[config.mk]
export PLATFORM = sky130hd
export DESIGN_NAME = mem_stage
export DESIGN_NICKNAME = d
export VERILOG_FILES = /design/src/rtl/mem_stage.sv
export SDC_FILE = /design/constraint.sdc
export NUM_CORES = 1
export LEC_CHECK = 0
export CAP_MARGIN = 20
export CORE_AREA = 4 4 122 124
export DETAILED_ROUTE_END_ITERATION = 8
export DIE_AREA = 0 0 126 128
export DONT_BUFFER_PORTS = 1
export SETUP_SLACK_MARGIN = 0.5
export SLEW_MARGIN = 20
export SYNTH_ARGS = -nofsm -noshare
export SYNTH_HDL_FRONTEND = slang
export SYNTH_SLANG_ARGS = --single-unit
export TNS_END_PERCENT = 5
[constraint.sdc]
create_clock -name clk -period 2.3 [get_ports clk]
set_input_delay 0.23 -clock clk [delete_from_list [all_inputs] [get_ports clk]]
set_output_delay 0.23 -clock clk [all_outputs]
set_load 0.05 [all_outputs]
[src/rtl/mem_stage.sv]
// Memory pipeline stage: issues data-memory accesses for lw/lb/lbu/sw/sb, stalls upstream until ack, registers results to Wr_*.
// Optional feature: define MEM_TIMEOUT_EN to abandon an unacknowledged access after 16 WAIT cycles and raise sticky mem_err.
module mem_stage (
    input  logic        clk,
    input  logic        rst,

    input  logic        Mem_valid,
    input  logic [5:0]  Mem_op,
    input  logic [4:0]  Mem_Reg,
    input  logic        Mem_RegWr,
    input  logic        Mem_MemtoReg,
    input  logic        Mem_MemWr,
    input  logic [31:0] Mem_alure,
    input  logic [31:0] Mem_busB,
    input  logic [31:2] Mem_PC,

    output logic        dm_req,
    output logic        dm_we,
    output logic [31:2] dm_addr,
    output logic [3:0]  dm_be,
    output logic [31:0] dm_wdata,
    input  logic        dm_ack,
    input  logic [31:0] dm_rdata,

    output logic        Wr_valid,
    output logic [5:0]  Wr_op,
    output logic [4:0]  Wr_Reg,
    output logic        Wr_RegWr,
    output logic        Wr_MemtoReg,
    output logic [31:0] Wr_alure,
    output logic [31:0] Wr_dout,
    output logic [31:2] Wr_PC,

    output logic        mem_stall,
    output logic        mem_err
);

    typedef enum logic {IDLE, WAIT} state_t;

    localparam logic [5:0] OP_LW  = 6'b100011;
    localparam logic [5:0] OP_LB  = 6'b100000;
    localparam logic [5:0] OP_LBU = 6'b100100;
    localparam logic [5:0] OP_SW  = 6'b101011;
    localparam logic [5:0] OP_SB  = 6'b101000;

    state_t      state, state_next;
    logic        is_lw, is_lbyte, is_sw, is_sb, is_store, is_mem;
    logic        timeout;
    logic        retire_alu, retire_mem;
    logic        wr_regwr_d;
    logic [31:0] wr_dout_d;
    logic [31:0] rdata_shifted;
    logic        unused_memwr;

    // Store-ness comes from the opcode; the decoder's MemWr bit is redundant here.
    assign unused_memwr = Mem_MemWr;

    assign is_lw    = (Mem_op == OP_LW);
    assign is_lbyte = (Mem_op == OP_LB) || (Mem_op == OP_LBU);
    assign is_sw    = (Mem_op == OP_SW);
    assign is_sb    = (Mem_op == OP_SB);
    assign is_store = is_sw || is_sb;
    assign is_mem   = is_lw || is_lbyte || is_store;

`ifdef MEM_TIMEOUT_EN
    logic [3:0] tmo_cnt;

    assign timeout = (state == WAIT) && !dm_ack && (tmo_cnt == 4'hF);

    always_ff @(posedge clk) begin
        if (rst) begin
            tmo_cnt <= 4'h0;
            mem_err <= 1'b0;
        end else begin
            if (state == IDLE)
                tmo_cnt <= 4'h0;
            else if (!dm_ack)
                tmo_cnt <= tmo_cnt + 4'h1;
            if (timeout)
                mem_err <= 1'b1;
        end
    end
`else
    assign timeout = 1'b0;
    assign mem_err = 1'b0;
`endif

    always_ff @(posedge clk) begin
        if (rst)
            state <= IDLE;
        else
            state <= state_next;
    end

    always_comb begin
        state_next = state;
        case (state)
            IDLE: if (Mem_valid && is_mem) state_next = WAIT;
            WAIT: if (dm_ack || timeout)   state_next = IDLE;
            default: state_next = IDLE;
        endcase
    end

    // Access attributes are decoded straight from the held Mem_* inputs, so they stay constant for the whole WAIT.
    always_comb begin
        dm_req   = 1'b0;
        dm_we    = 1'b0;
        dm_addr  = '0;
        dm_be    = 4'b0000;
        dm_wdata = 32'h0;
        if (state == WAIT) begin
            dm_req  = 1'b1;
            dm_we   = is_store;
            dm_addr = Mem_alure[31:2];
            if (is_sb) begin
                dm_be    = 4'b0001 << Mem_alure[1:0];
                dm_wdata = {4{Mem_busB[7:0]}};
            end else begin
                dm_be    = 4'b1111;
                dm_wdata = is_sw ? Mem_busB : 32'h0;
            end
        end
    end

    assign mem_stall = ((state == IDLE) && Mem_valid && is_mem) ||
                       ((state == WAIT) && !dm_ack && !timeout);

    assign rdata_shifted = dm_rdata >> {Mem_alure[1:0], 3'b000};
    assign retire_alu    = (state == IDLE) && Mem_valid && !is_mem;
    assign retire_mem    = (state == WAIT) && (dm_ack || timeout);

    always_comb begin
        wr_regwr_d = 1'b0;
        wr_dout_d  = 32'h0;
        if (retire_alu) begin
            wr_regwr_d = Mem_RegWr;
        end else if (retire_mem && dm_ack) begin
            wr_regwr_d = Mem_RegWr && !is_store;
            if (is_lw)
                wr_dout_d = dm_rdata;
            else if (is_lbyte)
                wr_dout_d = {24'h0, rdata_shifted[7:0]};
        end
    end

    // Non-retiring cycles emit bubbles; payload fields simply hold their last value.
    always_ff @(posedge clk) begin
        if (rst) begin
            Wr_valid    <= 1'b0;
            Wr_op       <= 6'h0;
            Wr_Reg      <= 5'h0;
            Wr_RegWr    <= 1'b0;
            Wr_MemtoReg <= 1'b0;
            Wr_alure    <= 32'h0;
            Wr_dout     <= 32'h0;
            Wr_PC       <= '0;
        end else begin
            Wr_valid <= retire_alu || retire_mem;
            Wr_RegWr <= wr_regwr_d;
            if (retire_alu || retire_mem) begin
                Wr_op       <= Mem_op;
                Wr_Reg      <= Mem_Reg;
                Wr_MemtoReg <= Mem_MemtoReg;
                Wr_alure    <= Mem_alure;
                Wr_dout     <= wr_dout_d;
                Wr_PC       <= Mem_PC;
            end
        end
    end

endmodule

Yosys cells after proc, flatten, opt, wreduce, memory -nomap -nowiden --
Index checks and enable logic that the tools add are counted.
Word-level totals: flip-flop bits (word level) 109, input port bits 144, output and inout bits 178, word-level logic and storage cells 51
Cells by class: equal/unequal tests 5, shift operators 2, muxes and demuxes 17, bitwise gates (word level) 1, reductions and logical operators 17
Operator list (count):
- $mux W32 | 6
- $shr A32 B5 Y8 | 1
- $eq A6 B6 Y1 const B | 5
- $mux W30 | 1
- $logic_and A1 B1 Y1 | 8
- $mux W4 | 2
- $mux W8 | 1
- $logic_or A1 B1 Y1 | 6
- $mux W1 | 6
- $shl A1 B2 Y4 const A | 1
- $logic_not A1 Y1 | 3
- $pmux W1 S2 | 1
- $not A1 Y1 | 1

Depth between registers and ports, before layout --
depth after elaboration 7, depth in mapped cells 6, gate-level depth less buffers 4

Least setup slack after synthesis --
Ideal clock, no wire load.
kind register to output, start reg state, end out dm_wdata[0], arrival time 2.616 ns, required time 2.070 ns, path slack -0.546 ns, stages on the path, launching flop included 4, path buffers 0, cells stage by stage dfxtp_1 inv_1 nor4_2 and2_1
Between the ends: longest elaborated chain between the ends 1
Ends and longest elaborated chain:
- from (decl) | line 46 | state_t state, state_next;
- from (signal assigned) | line 92 | state <= state_next;
- $mux W32 | line 111 | if (state == WAIT) begin
- to (decl) | line 21 | output logic [31:0] dm_wdata,
No other way between the ends.

Worst setup path in the final report --
start reg state, end out dm_addr[5] (netlist name)
Between the ends: longest elaborated chain between the ends 1
Ends and longest elaborated chain:
- $mux W30 | line 111
- to (decl) | line 19 | output logic [31:2] dm_addr,
No other way between the ends.

==> flow_metrics.tcl <==
set metrics [dict create \
    cts_tree "done" \
    synth_simple_gate_area_share_pct 31.7 \
    die_w_um 126 \
    placed_cells 807 \
    min-delay-start "dm_rdata[29]" \
    syn-cell-area_um2 5540 \
    grt_setup_unrepaired "yes" \
    cts-buffers-inserted 9 \
    r2r_setup_slack_ns 0.48 \
    final_min_period_over_clock_period_pct 81.0 \
    cp_max_fo 9 \
    final_gp_congestion 0.860 \
    finish.cell_count_without_fillers 838 \
    timing_max_transition_violations_final 0 \
    max-cap-violations 0 \
    fin_crit_ns 1.86 \
    vdd.ir_drop.worst_v 0.000407 \
    final-hold-violation-count 0 \
    post_synth_fa_ha_maj_area_fraction_pct 0 \
    final_cell_mix "nand2b_1 (163), dfxtp_1 (108), mux2i_1 (79), nand2_1 (57), and2_1 (39)" \
    detailedRoute.firstPassIterationCount 5 \
    synthDominantAreaCellType "dfxtp_1" \
    clock_path_buffers 2 \
    dieArea_um2 16100 \
    detailedPlacementHpwl_um 12100 \
    final_common_cell "nand2b_1" \
    post_synth_mux_area_share_pct 14.7 \
    clock_tree.root_cell "clkbuf_16" \
    globalRouteOverflowTotal 0 \
    clkTransAtPathRegs_ns 0.08 \
    antenna_cells_inserted 0 \
    regToRegStartpoint "state$_SDFF_PP0_" \
    drc 0 \
    total_leakage_power_uw 0.00250 \
    post_synth_main_area_contributors "dfxtp_1 (39%), nand2b_1 (18%), mux2i_1 (14%)" \
    number_of_enable_flip_flop_cells_after_synthesis 0 \
    grt_util_all_layers_pct 19.5 \
    drt_iter0_drcs 244 \
    grt_max_degree 163 \
    hold_path_class "in2reg" \
    synth_top_family_by_area "simple AND/OR/NAND/NOR gates" \
    status "complete, no violations" \
    drive_above_1_share_pct 16.4 \
    postSynthAreaPerCell_um2 8.68 \
    cell_row_count 43 \
    first_global_vias 4378 \
    finalSetupViolCount 0 \
    drt-vias-per-instance 5.35 \
    worst_ep_required_time_ns 2.07 \
    timing_worst_setup_path_type "reg2out" \
    synthDominantCellAreaShare_pct 39.4 \
    skew_ns 0.00701 \
    latest_clock_arrival_within_the_worst_skew_pair_ns 0.35 \
    setup.worst_path.end_class "output pin" \
    htreeDepth 3 \
    core_area_um2 13800 \
    tritoncts_num_sinks 109 \
    synth-async-reset-ratio_pct 0 \
    total_vias_in_the_final_route 4485 \
    area_growth_syn_to_fin_pct 21.5 \
    synth_compound_gate_area_share_pct 9.28 \
    worstMarginPinSlew_ns 0.762 \
    synthXorXnorAreaFrac_pct 0.158 \
    first_pass_grt_wire_length_um 25000 \
    fmax_mhz 537 \
    cp-startpoint "state$_SDFF_PP0_" \
    synthCells 638 \
    top_ports 322 \
    synth_nets 782 \
    worst_ep_arrival_time_ns 1.63 \
    detail_route.wl_per_cell_um 20.4 \
    power_density_nw_per_um2 668 \
    yosysWarnings 0 \
    number_of_antenna_violations_at_the_first_check_in_global_routing 0 \
    netlist-cell-type-count 35 \
    max_slew_margin_pct 48.8 \
    synth_seq_area_share_pct 39.4 \
    ys_ff_latch 109 \
    finalWirelength_um 17100 \
    design.final.nets 797 \
    floorplan.initialDensity_pct 40.2 \
    die_h_um 128 \
    most_used_flip_flop_cell_after_synthesis "dfxtp_1" \
    port-buffer-count 0 \
    postRouteAntennaNets 0 \
    setup_tns_ns 0 \
    worst_setup_path_start_kind "flop" \
]
## area by class of cell
cell class / count / area [um^2]
inverter: 2 / 10.0
tap: 180 / 225
multi-input combinational: 478 / 3240
sequential: 109 / 2190
clock inverter: 6 / 93.8
clock buffer: 10 / 229
timing repair buffer: 53 / 748
fill: 1289 / 7040
## flip-flops by register name (all words and copies together), names as in the netlist
register     cells
Wr_op            6
Wr_RegWr         1
Wr_dout         32
Wr_MemtoReg      1
Wr_alure        32
Wr_Reg           5
Wr_valid         1
state            1
Wr_PC           30
## critical path, stage by stage (launching register included)
cell and delay (ns):
dfxtp_4 0.53, buf_2 0.28, and2_1 0.47
## what timing repair did
action | in CTS | in global routing
gates resized for setup | 4 | 1
hold endpoints to repair | 5 | 0
hold buffers | 2 | 0
gates cloned | 0 | 3
endpoints found under the setup margin | 73 | 163
pin swaps | 2 | 4
setup buffers | 4 | 6
## cells by family (layout without fill, tap and decap cells)
family,Yosys count,after routing
flops,109,109
buf+inv,52,71
mux,80,80
simple gates,308,308
xor+xnor,1,1
compound gates,87,88
other cells,1,1
## path summary, 6_finish.rpt
check,endpoint,cells after the start
max,dm_addr[5],2
max reg2reg,Wr_alure[20]$_SDFFE_PP0P_,6
min,Wr_dout[29]$_SDFFE_PP0P_,2
min reg2reg,Wr_dout[20]$_SDFFE_PP0P_,2
## metrics by stage
step	instance area, um^2	total power (uW)	hold WS [ns]	setup WS [ns]	util, %
2_1_floorplan	5660	2760	0.366	0.317	-
4_1_cts	6630	4530	0.000993	0.412	48.1
3_5_place_dp	6240	2810	0.318	0.456	45.3
3_3_place_gp	6240	2790	0.312	0.532	45.3
5_1_grt	6730	4690	0.0121	0.347	48.9
6_report	6730	4500	0.0246	0.437	48.9
## report_power, final
part | internal [uW] | switching (uW)
Sequential | 1980 | 411
Clock | 966 | 729
Combinational | 208 | 200
Total | 3150 | 1340
## synthesized netlist by cell type (all sizes together), types with 3 or more instances
| master | count |
|---|---|
| nand2b | 163 |
| dfxtp | 109 |
| mux2i | 79 |
| nand2 | 58 |
| a21oi | 52 |
| and2 | 48 |
| clkbuf | 34 |
| a31oi | 16 |
| buf | 16 |
| nand3 | 15 |
| nor2 | 11 |
| o32ai | 8 |
| nor2b | 4 |
| nor4 | 3 |
## layer usage
layer  vias up  GRT usage [%]  part of all wire [%]
met2       199           31.9                    49
met4         0           7.63                   2.4
met5         -              0                     0
met1      2102           23.2                    40
li1       2156              -                     -
met3        28           7.33                   9.3
Note: power is estimated with default switching activity, not from simulation.
